$ cat src/rtl/ic_cache_fsm.sv
// ic_cache_fsm: control FSM of a direct-mapped instruction cache.
// The cache has 512 lines of 128 bits. Tags and data live in external
// simple-dual-port RAMs. The valid bits are kept here.
// Build option: define IC_PRELOAD_EN to fetch PRELOAD_LINES lines from
// first_addr after reset. Without it, reset goes straight to IDLE and
// lines are filled only on misses.
//
// state   | meaning
// PRELOAD | fetch the initial run of lines over DMA
// IDLE    | wait for a pending fetch request
// LOOKUP  | wait out the RAM read latency, then compare tag and valid bit
// REFILL  | hold the DMA request until it is acked
// RESP    | write the refilled line; ic_data/cpu_read_ack are high this cycle
module ic_cache_fsm #(
    parameter int ADDR_W        = 33,
    parameter int DATA_W        = 128,
    parameter int INDEX_W       = 9,
    parameter int TAG_W         = 20,
    parameter int RAM_RD_LAT    = 2,
    parameter int PRELOAD_LINES = 2
) (
    input  logic               clk,
    input  logic               rst,
    input  logic [ADDR_W-1:0]  cpu_read_addr,
    input  logic               cpu_read_valid,
    input  logic [ADDR_W-1:0]  first_addr,
    input  logic               ic_read_dma_ack,
    input  logic [DATA_W-1:0]  ic_read_dma_data,
    input  logic [TAG_W-1:0]   tag_doutb,
    input  logic [DATA_W-1:0]  ram_doutb,
    output logic [DATA_W-1:0]  ic_data,
    output logic               cpu_read_ack,
    output logic [ADDR_W-1:0]  ic_read_dma_addr,
    output logic               ic_read_dma_valid,
    output logic               tag_hit,
    output logic               tag_miss,
    output logic               tag_wea,
    output logic [INDEX_W-1:0] tag_addra,
    output logic [TAG_W-1:0]   tag_dina,
    output logic [INDEX_W-1:0] tag_addrb,
    output logic               ram_wea,
    output logic [INDEX_W-1:0] ram_addra,
    output logic [DATA_W-1:0]  ram_dina,
    output logic [INDEX_W-1:0] ram_addrb
);
    localparam int OFF_W  = ADDR_W - TAG_W - INDEX_W;
    localparam int LINE_W = ADDR_W - OFF_W;
    localparam int CNT_W  = (RAM_RD_LAT < 1) ? 1 : $clog2(RAM_RD_LAT + 1);

    typedef enum logic [2:0] {
        S_PRELOAD, S_IDLE, S_LOOKUP, S_REFILL, S_RESP
    } state_t;

`ifdef IC_PRELOAD_EN
    localparam state_t RST_STATE = (PRELOAD_LINES > 0) ? S_PRELOAD : S_IDLE;
    localparam int     PL_W      = (PRELOAD_LINES < 1) ? 1 : $clog2(PRELOAD_LINES + 1);
    logic [PL_W-1:0]   pl_left, pl_left_n;
    logic [LINE_W-1:0] pl_line, pl_line_n;
`else
    localparam state_t RST_STATE = S_IDLE;
`endif

    state_t                  state, state_n;
    logic                    pend_vld, pend_take;
    logic [LINE_W-1:0]       pend_line;
    logic [LINE_W-1:0]       cur_line, cur_line_n;
    logic [CNT_W-1:0]        lat_cnt, lat_cnt_n;
    logic [(1<<INDEX_W)-1:0] line_vld;
    logic                    set_vld;
    logic [INDEX_W-1:0]      set_idx;
    logic [INDEX_W-1:0]      cur_idx;
    logic [TAG_W-1:0]        cur_tag;
    logic [LINE_W-1:0]       dma_line;

    logic [DATA_W-1:0]       ic_data_n, wr_data_n;
    logic                    ack_n, hit_n, miss_n, dma_vld_n, wr_n;
    logic [ADDR_W-1:0]       dma_addr_n;
    logic [INDEX_W-1:0]      wr_idx_n, rd_idx_n;
    logic [TAG_W-1:0]        wr_tag_n;

    // byte offsets never matter; first_addr is unused without preload
    logic unused_bits;
    assign unused_bits = ^{cpu_read_addr[OFF_W-1:0], first_addr};

    assign cur_idx  = cur_line[INDEX_W-1:0];
    assign cur_tag  = cur_line[LINE_W-1:INDEX_W];
    assign dma_line = ic_read_dma_addr[ADDR_W-1:OFF_W];

    // one-deep pending request; a new strobe wins over the IDLE hand-off
    always_ff @(posedge clk) begin
        if (rst) begin
            pend_vld  <= 1'b0;
            pend_line <= '0;
        end else if (cpu_read_valid) begin
            pend_vld  <= 1'b1;
            pend_line <= cpu_read_addr[ADDR_W-1:OFF_W];
        end else if (pend_take) begin
            pend_vld  <= 1'b0;
        end
    end

`ifdef IC_PRELOAD_EN
    // preload progress: lines left (down-counter) and line offset from first_addr
    always_ff @(posedge clk) begin
        if (rst) begin
            pl_left <= PL_W'(PRELOAD_LINES);
            pl_line <= '0;
        end else begin
            pl_left <= pl_left_n;
            pl_line <= pl_line_n;
        end
    end
`endif

    // next state and next values of every registered output
    always_comb begin
        state_n    = state;
        cur_line_n = cur_line;
        lat_cnt_n  = lat_cnt;
        pend_take  = 1'b0;
        set_vld    = 1'b0;
        set_idx    = cur_idx;
        ic_data_n  = ic_data;
        ack_n      = 1'b0;
        hit_n      = 1'b0;
        miss_n     = 1'b0;
        dma_vld_n  = ic_read_dma_valid;
        dma_addr_n = ic_read_dma_addr;
        wr_n       = 1'b0;
        wr_idx_n   = ram_addra;
        wr_tag_n   = tag_dina;
        wr_data_n  = ram_dina;
        rd_idx_n   = ram_addrb;
`ifdef IC_PRELOAD_EN
        pl_left_n  = pl_left;
        pl_line_n  = pl_line;
`endif
        case (state)
`ifdef IC_PRELOAD_EN
            S_PRELOAD: begin
                if (!ic_read_dma_valid) begin
                    dma_vld_n  = 1'b1;
                    dma_addr_n = {first_addr[ADDR_W-1:OFF_W] + pl_line, {OFF_W{1'b0}}};
                end else if (ic_read_dma_ack) begin
                    dma_vld_n = 1'b0;
                    wr_n      = 1'b1;
                    wr_idx_n  = dma_line[INDEX_W-1:0];
                    wr_tag_n  = dma_line[LINE_W-1:INDEX_W];
                    wr_data_n = ic_read_dma_data;
                    set_vld   = 1'b1;
                    set_idx   = dma_line[INDEX_W-1:0];
                    pl_line_n = pl_line + LINE_W'(1);
                    pl_left_n = pl_left - PL_W'(1);
                    if (pl_left == PL_W'(1)) state_n = S_IDLE;
                end
            end
`endif
            S_IDLE: begin
                if (pend_vld) begin
                    pend_take  = 1'b1;
                    cur_line_n = pend_line;
                    rd_idx_n   = pend_line[INDEX_W-1:0];
                    lat_cnt_n  = CNT_W'(RAM_RD_LAT);
                    state_n    = S_LOOKUP;
                end
            end
            S_LOOKUP: begin
                if (lat_cnt != '0) begin
                    lat_cnt_n = lat_cnt - CNT_W'(1);
                end else if (line_vld[cur_idx] && (tag_doutb == cur_tag)) begin
                    hit_n     = 1'b1;
                    ack_n     = 1'b1;
                    ic_data_n = ram_doutb;
                    state_n   = S_IDLE;
                end else begin
                    miss_n     = 1'b1;
                    dma_vld_n  = 1'b1;
                    dma_addr_n = {cur_line, {OFF_W{1'b0}}};
                    state_n    = S_REFILL;
                end
            end
            S_REFILL: begin
                if (ic_read_dma_ack) begin
                    dma_vld_n = 1'b0;
                    wr_n      = 1'b1;
                    wr_idx_n  = cur_idx;
                    wr_tag_n  = cur_tag;
                    wr_data_n = ic_read_dma_data;
                    ic_data_n = ic_read_dma_data;
                    ack_n     = 1'b1;
                    set_vld   = 1'b1;
                    state_n   = S_RESP;
                end
            end
            S_RESP:  state_n = S_IDLE;
            default: state_n = S_IDLE;
        endcase
    end

    // state, lookup context, valid bits and all registered outputs
    always_ff @(posedge clk) begin
        if (rst) begin
            state             <= RST_STATE;
            cur_line          <= '0;
            lat_cnt           <= '0;
            line_vld          <= '0;
            ic_data           <= '0;
            cpu_read_ack      <= 1'b0;
            tag_hit           <= 1'b0;
            tag_miss          <= 1'b0;
            ic_read_dma_valid <= 1'b0;
            ic_read_dma_addr  <= '0;
            tag_wea           <= 1'b0;
            tag_addra         <= '0;
            tag_dina          <= '0;
            tag_addrb         <= '0;
            ram_wea           <= 1'b0;
            ram_addra         <= '0;
            ram_dina          <= '0;
            ram_addrb         <= '0;
        end else begin
            state             <= state_n;
            cur_line          <= cur_line_n;
            lat_cnt           <= lat_cnt_n;
            if (set_vld) line_vld[set_idx] <= 1'b1;
            ic_data           <= ic_data_n;
            cpu_read_ack      <= ack_n;
            tag_hit           <= hit_n;
            tag_miss          <= miss_n;
            ic_read_dma_valid <= dma_vld_n;
            ic_read_dma_addr  <= dma_addr_n;
            tag_wea           <= wr_n;
            tag_addra         <= wr_idx_n;
            tag_dina          <= wr_tag_n;
            tag_addrb         <= rd_idx_n;
            ram_wea           <= wr_n;
            ram_addra         <= wr_idx_n;
            ram_dina          <= wr_data_n;
            ram_addrb         <= rd_idx_n;
        end
    end
endmodule

$ cat config.mk
export PLATFORM = sky130hd
export DESIGN_NAME = ic_cache_fsm
export DESIGN_NICKNAME = d
export VERILOG_FILES = /design/src/rtl/ic_cache_fsm.sv
export SDC_FILE = /design/constraint.sdc
export NUM_CORES = 2
export LEC_CHECK = 0
export ABC_AREA = 1
export BUFFER_PORTS_ARGS = -buffer_cell sky130_fd_sc_hd__buf_2
export CELL_PAD_IN_SITES_DETAIL_PLACEMENT = 0
export CELL_PAD_IN_SITES_GLOBAL_PLACEMENT = 2
export CORE_MARGIN = 1.5
export CORE_UTILIZATION = 28
export CTS_BUF_LIST = sky130_fd_sc_hd__clkbuf_4 sky130_fd_sc_hd__clkbuf_8
export DETAILED_ROUTE_END_ITERATION = 10
export PLACE_DENSITY_LB_ADDON = 0.1
export SYNTH_ARGS = -nofsm -noshare
export SYNTH_HDL_FRONTEND = slang
export SYNTH_SLANG_ARGS = --single-unit
$ cat constraint.sdc
create_clock -name clk -period 2.25 [get_ports clk]
set_input_delay 0.45 -clock clk [delete_from_list [all_inputs] [get_ports clk]]
set_output_delay 0.45 -clock clk [all_outputs]
set_load 0.005 [all_outputs]
---- Yosys cells after proc, flatten, opt, wreduce, memory -nomap -nowiden ----
Index checks and enable logic that the tools add are counted.
cells by class
  equal/unequal tests ..................... 10
  multiplexer cells ....................... 30
  reductions and logical operators ........ 15
  magnitude comparators ................... 2
  bitwise logic cells ..................... 4
  add/subtract/negate cells ............... 1
operator list
  kind                                                                                 count
  512-bit bitwise OR                                                                   1
  128-bit 2-to-1 mux                                                                   3
  128-bit case mux with 2 select lines                                                 1
  20-bit equality test                                                                 1
  1-bit 2-to-1 mux                                                                     14
  2-bit inequality test, second input constant                                         6
  9-bit by 10-bit less-than comparator with 1-bit output, second input constant        1
  1-bit binary-select mux with 9-bit select                                            1
  1-bit demux with 9-bit select                                                        1
  9-bit by 1-bit greater-or-equal comparator with 1-bit output, second input constant  1
  3-bit 2-to-1 mux                                                                     3
  3-bit case mux with 3 select lines                                                   1
  3-bit AND reduction                                                                  3
  4-bit AND reduction                                                                  2
  2-bit nonzero test                                                                   4
  3-bit by 2-bit equality test with 1-bit output, second input constant                2
  2-bit 2-to-1 mux                                                                     3
  1-bit case mux with 2 select lines                                                   2
  2-bit case mux with 2 select lines                                                   1
  2-bit AND reduction                                                                  2
  3-bit by 1-bit equality test with 1-bit output, second input constant                1
  1-bit inverter                                                                       3
  3-bit OR reduction                                                                   1
  1-bit logical AND                                                                    2
  2 further kinds                                                                      2
storage, ports and cells
  word-level logic and storage cells ...... 79
  input port bits ......................... 346
  output and inout port bits .............. 351
  bits in registers ....................... 904

---- Depth between registers and ports, before layout ----
  depth after elaboration ................. 6
  gate-level depth with buffers ........... 24
  depth with buffers taken out ............ 19

---- Worst setup path before layout ----
No wires, ideal clock.
  path type ............................... reg2reg
  start point ............................. register, netlist name ram_addrb[1]
  end point ............................... register ic_data[62]
  stages on the path, launching flop included .. 23
  data required time ...................... 2135 ps
  data arrival time ....................... 2329 ps
  period minus slack after synthesis ...... 2444 ps
  buffers on the path ..................... 5
  library setup time ...................... 115 ps
  setup slack ............................. -194 ps
  path through ............................ dfxtp_1 -> buf_2 -> clkinv_1 -> clkbuf_1 -> clkbuf_1 -> nand2_1 -> nand2_1 -> nand2_1 -> nand2_1 -> nor2_1 -> nor2_1 -> nor2_1 -> nand2_1 -> nand2_1 -> nand2_1 -> nor2_1 -> nand2_2 -> nand4_4 -> buf_4 -> buf_2 -> nand3_1 -> nand2_1 -> nor2_1
RTL lines
  item                    line  RTL
  end signal: assignment  226   ic_data <= ic_data_n;
  end: declaration        31    output logic [DATA_W-1:0] ic_data,

==> run metrics <==
CP arrival=about 3900 ps; core area=about 0.14 sq mm; Synth area leader=dfxtp_1; # H-tree levels=4; status=finished with violations; vias in the first global route=between 30000 and 40000; clk sink count=between 800 and 900; fin. max-slew vios=0; die width=around 370 um; Gate Count Post-Synth=5642; setup slack after layout=-862 ps; fillers=around 14000; Overall Power=around 0.051 W; Yosys warnings=0; kind of critical path=reg2reg; fmax=321 MHz; Boundary Pins=697; Post-synth top cells=nand2_1, dfxtp_1, a21oi_1; post-route cell area=about 0.056 sq mm; Peak VDD IR=between 0.5 and 0.6 mV; TritonCTS clock tree=built; final net count=a little over 7000; clock-pin slew on the worst setup and hold paths=approximately 60 ps; Leak Pwr=25.8 nW; GRT Resource Usage Total=0.248; Routability Congestion=around 0.89; Cell Area, Synth=between 0.03 and 0.04 sq mm; Clock Path Buffers=3; count leader, synth=nand2_1; clock root cell=clkbuf_8; final setup fails=between 200 and 300; Register-to-Register Setup Slack=-860 ps; via count=40600; Yosys cell types=29; Least-Margin Pin Slew=1060 ps; number of synthesized flops with an enable pin=0; Fin. Hold Viols=0; DRT iter0 DRCs=about 2600; final worst-path cycle share=1.38; post-DP HPWL=between 100000 and 150000 um; Rows=~140; Layout area overhead=46.3%; Synth Register Bits=895; Crit path top cell by count=nand2_1; Synth area leaders=dfxtp_1, nand2_1, a21oi_1, nor2_1, o21ai_0; RSZ-0062 raised after global routing=true; Via density=4.62; Initial Util=0.282; Residual DRC=0; global-route wire length before repair=~260000 um; post-synth top area share=0.470; Cell Pwr Density=about 900 mW/mm^2; Worst Path Required=roughly 3000 ps; slowest library cell on the worst path=dfxtp_4; placed cell areas=approximately 0.046 sq mm; global route overflow=0; Avg Inst Size Synth=~6.8 sq um; ratio of cells with drive above 1 in the final layout=0.249; I/O Buffers=approximately 660; die area=approximately 0.14 sq mm; Slew HR=0.292; min-delay worst type=in2reg; clock skew=around 42 ps; initial antenna violation count=24; post-synthesis sequential area ratio=0.470; DR pass1 iterations=8; largest net degree at the start of global routing=174; Routed Antenna Nets=0; maxcap violations=0; Setup crit end kind=flip-flop; crit path time final=3110 ps; CTS Buf Count=around 170; CP max stage delay=approximately 400 ps; failing checks=setup timing; Die H=about 370 um; dominant synthesized flop cell=dfxtp_1; Max FO, Critical Path=8; ys async rst share=0; drt wl/cell=21.1 um; clk_lat worst skew=~890 ps; Startpoint Class=flip-flop; WL final=185000 um
[layout by cell type (no fill, tap or decap), types with 13 or more instances in the layout]
master	instances
nor2_2	25
nand2_2	21
o21ai_0	415
buf_12	104
clkinv_2	14
clkbuf_8	224
buf_16	25
inv_1	519
dfxtp_1	890
nand2_1	1431
dlygate4sd3_1	260
clkbuf_4	58
buf_8	13
a21oi_2	44
nor2_1	663
buf_2	651
nand3_1	84
xor2_1	14
nand4_1	30
clkbuf_16	26
a21oi_1	783
buf_6	37
o21ai_1	130
buf_4	370
diode_2	17
nand3_2	48
[routing by layer]
layer  vias up  wire, um  track usage
li1      20300         -            -
met5         -         7            0
met1     19100     80400        0.311
met2       968     89400        0.419
met4         2      5600       0.0803
met3       269      9700       0.0550
[critical path, delay by kind of cell, from the launching register on]
kind	cells	cell delay (ps)
flip-flops	1	390
AO/OA/AOI/OAI	1	50
AND/OR/NAND/NOR	17	1480
buffers and inverters	7	1050
[worst paths after layout]
path / from / endpoint / cells past startpoint
worst max register to register: ram_addrb[0] / ic_data[4] / 25
worst min-delay path: ram_doutb[66] / ic_data[66] / 5
worst max-delay path: ram_addrb[0] / ic_data[4] / 25
worst min register to register: line_vld[493] / line_vld[493] / 2
[flip-flops by register name, summed over array words and instances (netlist names)]
name / cells
line_vld: 512
ic_data: 128
ram_dina: 128
ic_read_dma_addr: 29
pend_line: 29
cur_line: 21
tag_dina: 20
ram_addra: 9
ram_addrb: 8
state: 3
lat_cnt: 2
cpu_read_ack: 1
ic_read_dma_valid: 1
pend_vld: 1
ram_wea: 1
tag_hit: 1
tag_miss: 1
[final cells by class]
cell class | count | area (sq um) | share of cell area
diodes | 17 | 42.5 | 0.000762
clock buffers | 282 | 3520 | 0.0630
clock inverters | 24 | 170 | 0.00305
inverters | 531 | 2040 | 0.0366
multi-input cells | 3762 | 17200 | 0.308
flip-flops and latches | 895 | 17900 | 0.321
well taps | 1781 | 2230 | 0.0399
repair buffers | 1487 | 12700 | 0.228
repair inverters | 2 | 20.0 | 0.000359
[what timing repair did]
item,4_1_cts,5_1_grt
endpoints found under the setup margin,274,522
hold buffers,260,0
gates cloned,16,36
endpoints found under the hold margin,276,0
pin swaps,17,51
buffers inserted,23,31
gates resized for setup,139,221
[per-stage QoR]
step	worst slack [ps]	util	std cells	TNS [ps]	hold WS, ps
global route	-1020	0.413	8778	-173240	43.7
CTS	-860	0.398	8699	-132230	1.41
floorplan	-82.8	-	5645	-11790	430
global placement	-1140	0.343	8095	-178020	436
detailed placement	-1120	0.343	8095	-178430	441
finish	-862	0.413	8781	-133670	70.4
[report_power, final]
group | total [W] | leakage [nW] | switching (W) | internal [W]
registers | 0.0181 | 7.24 | 0.000843 | 0.0173
clock network | 0.0175 | 1.98 | 0.00764 | 0.00986
logic | 0.0153 | 16.6 | 0.00943 | 0.00590
[cells by family (layout without fill, tap and decap cells)]
| kind of cell | count (synthesis) | in the layout | synth area share |
|---|---|---|---|
| AOI/OAI and AO/OA | 1381 | 1381 | 0.181 |
| other | 1 | 21 | 0.0000983 |
| adders and majority gates | 1 | 1 | 0.000328 |
| xor gates and xnor gates | 17 | 17 | 0.00390 |
| and+or+nand+nor | 2359 | 2359 | 0.240 |
| buffers and inverters | 988 | 2326 | 0.104 |
| DFF | 895 | 895 | 0.470 |
Power figures use the tool's default switching activity.
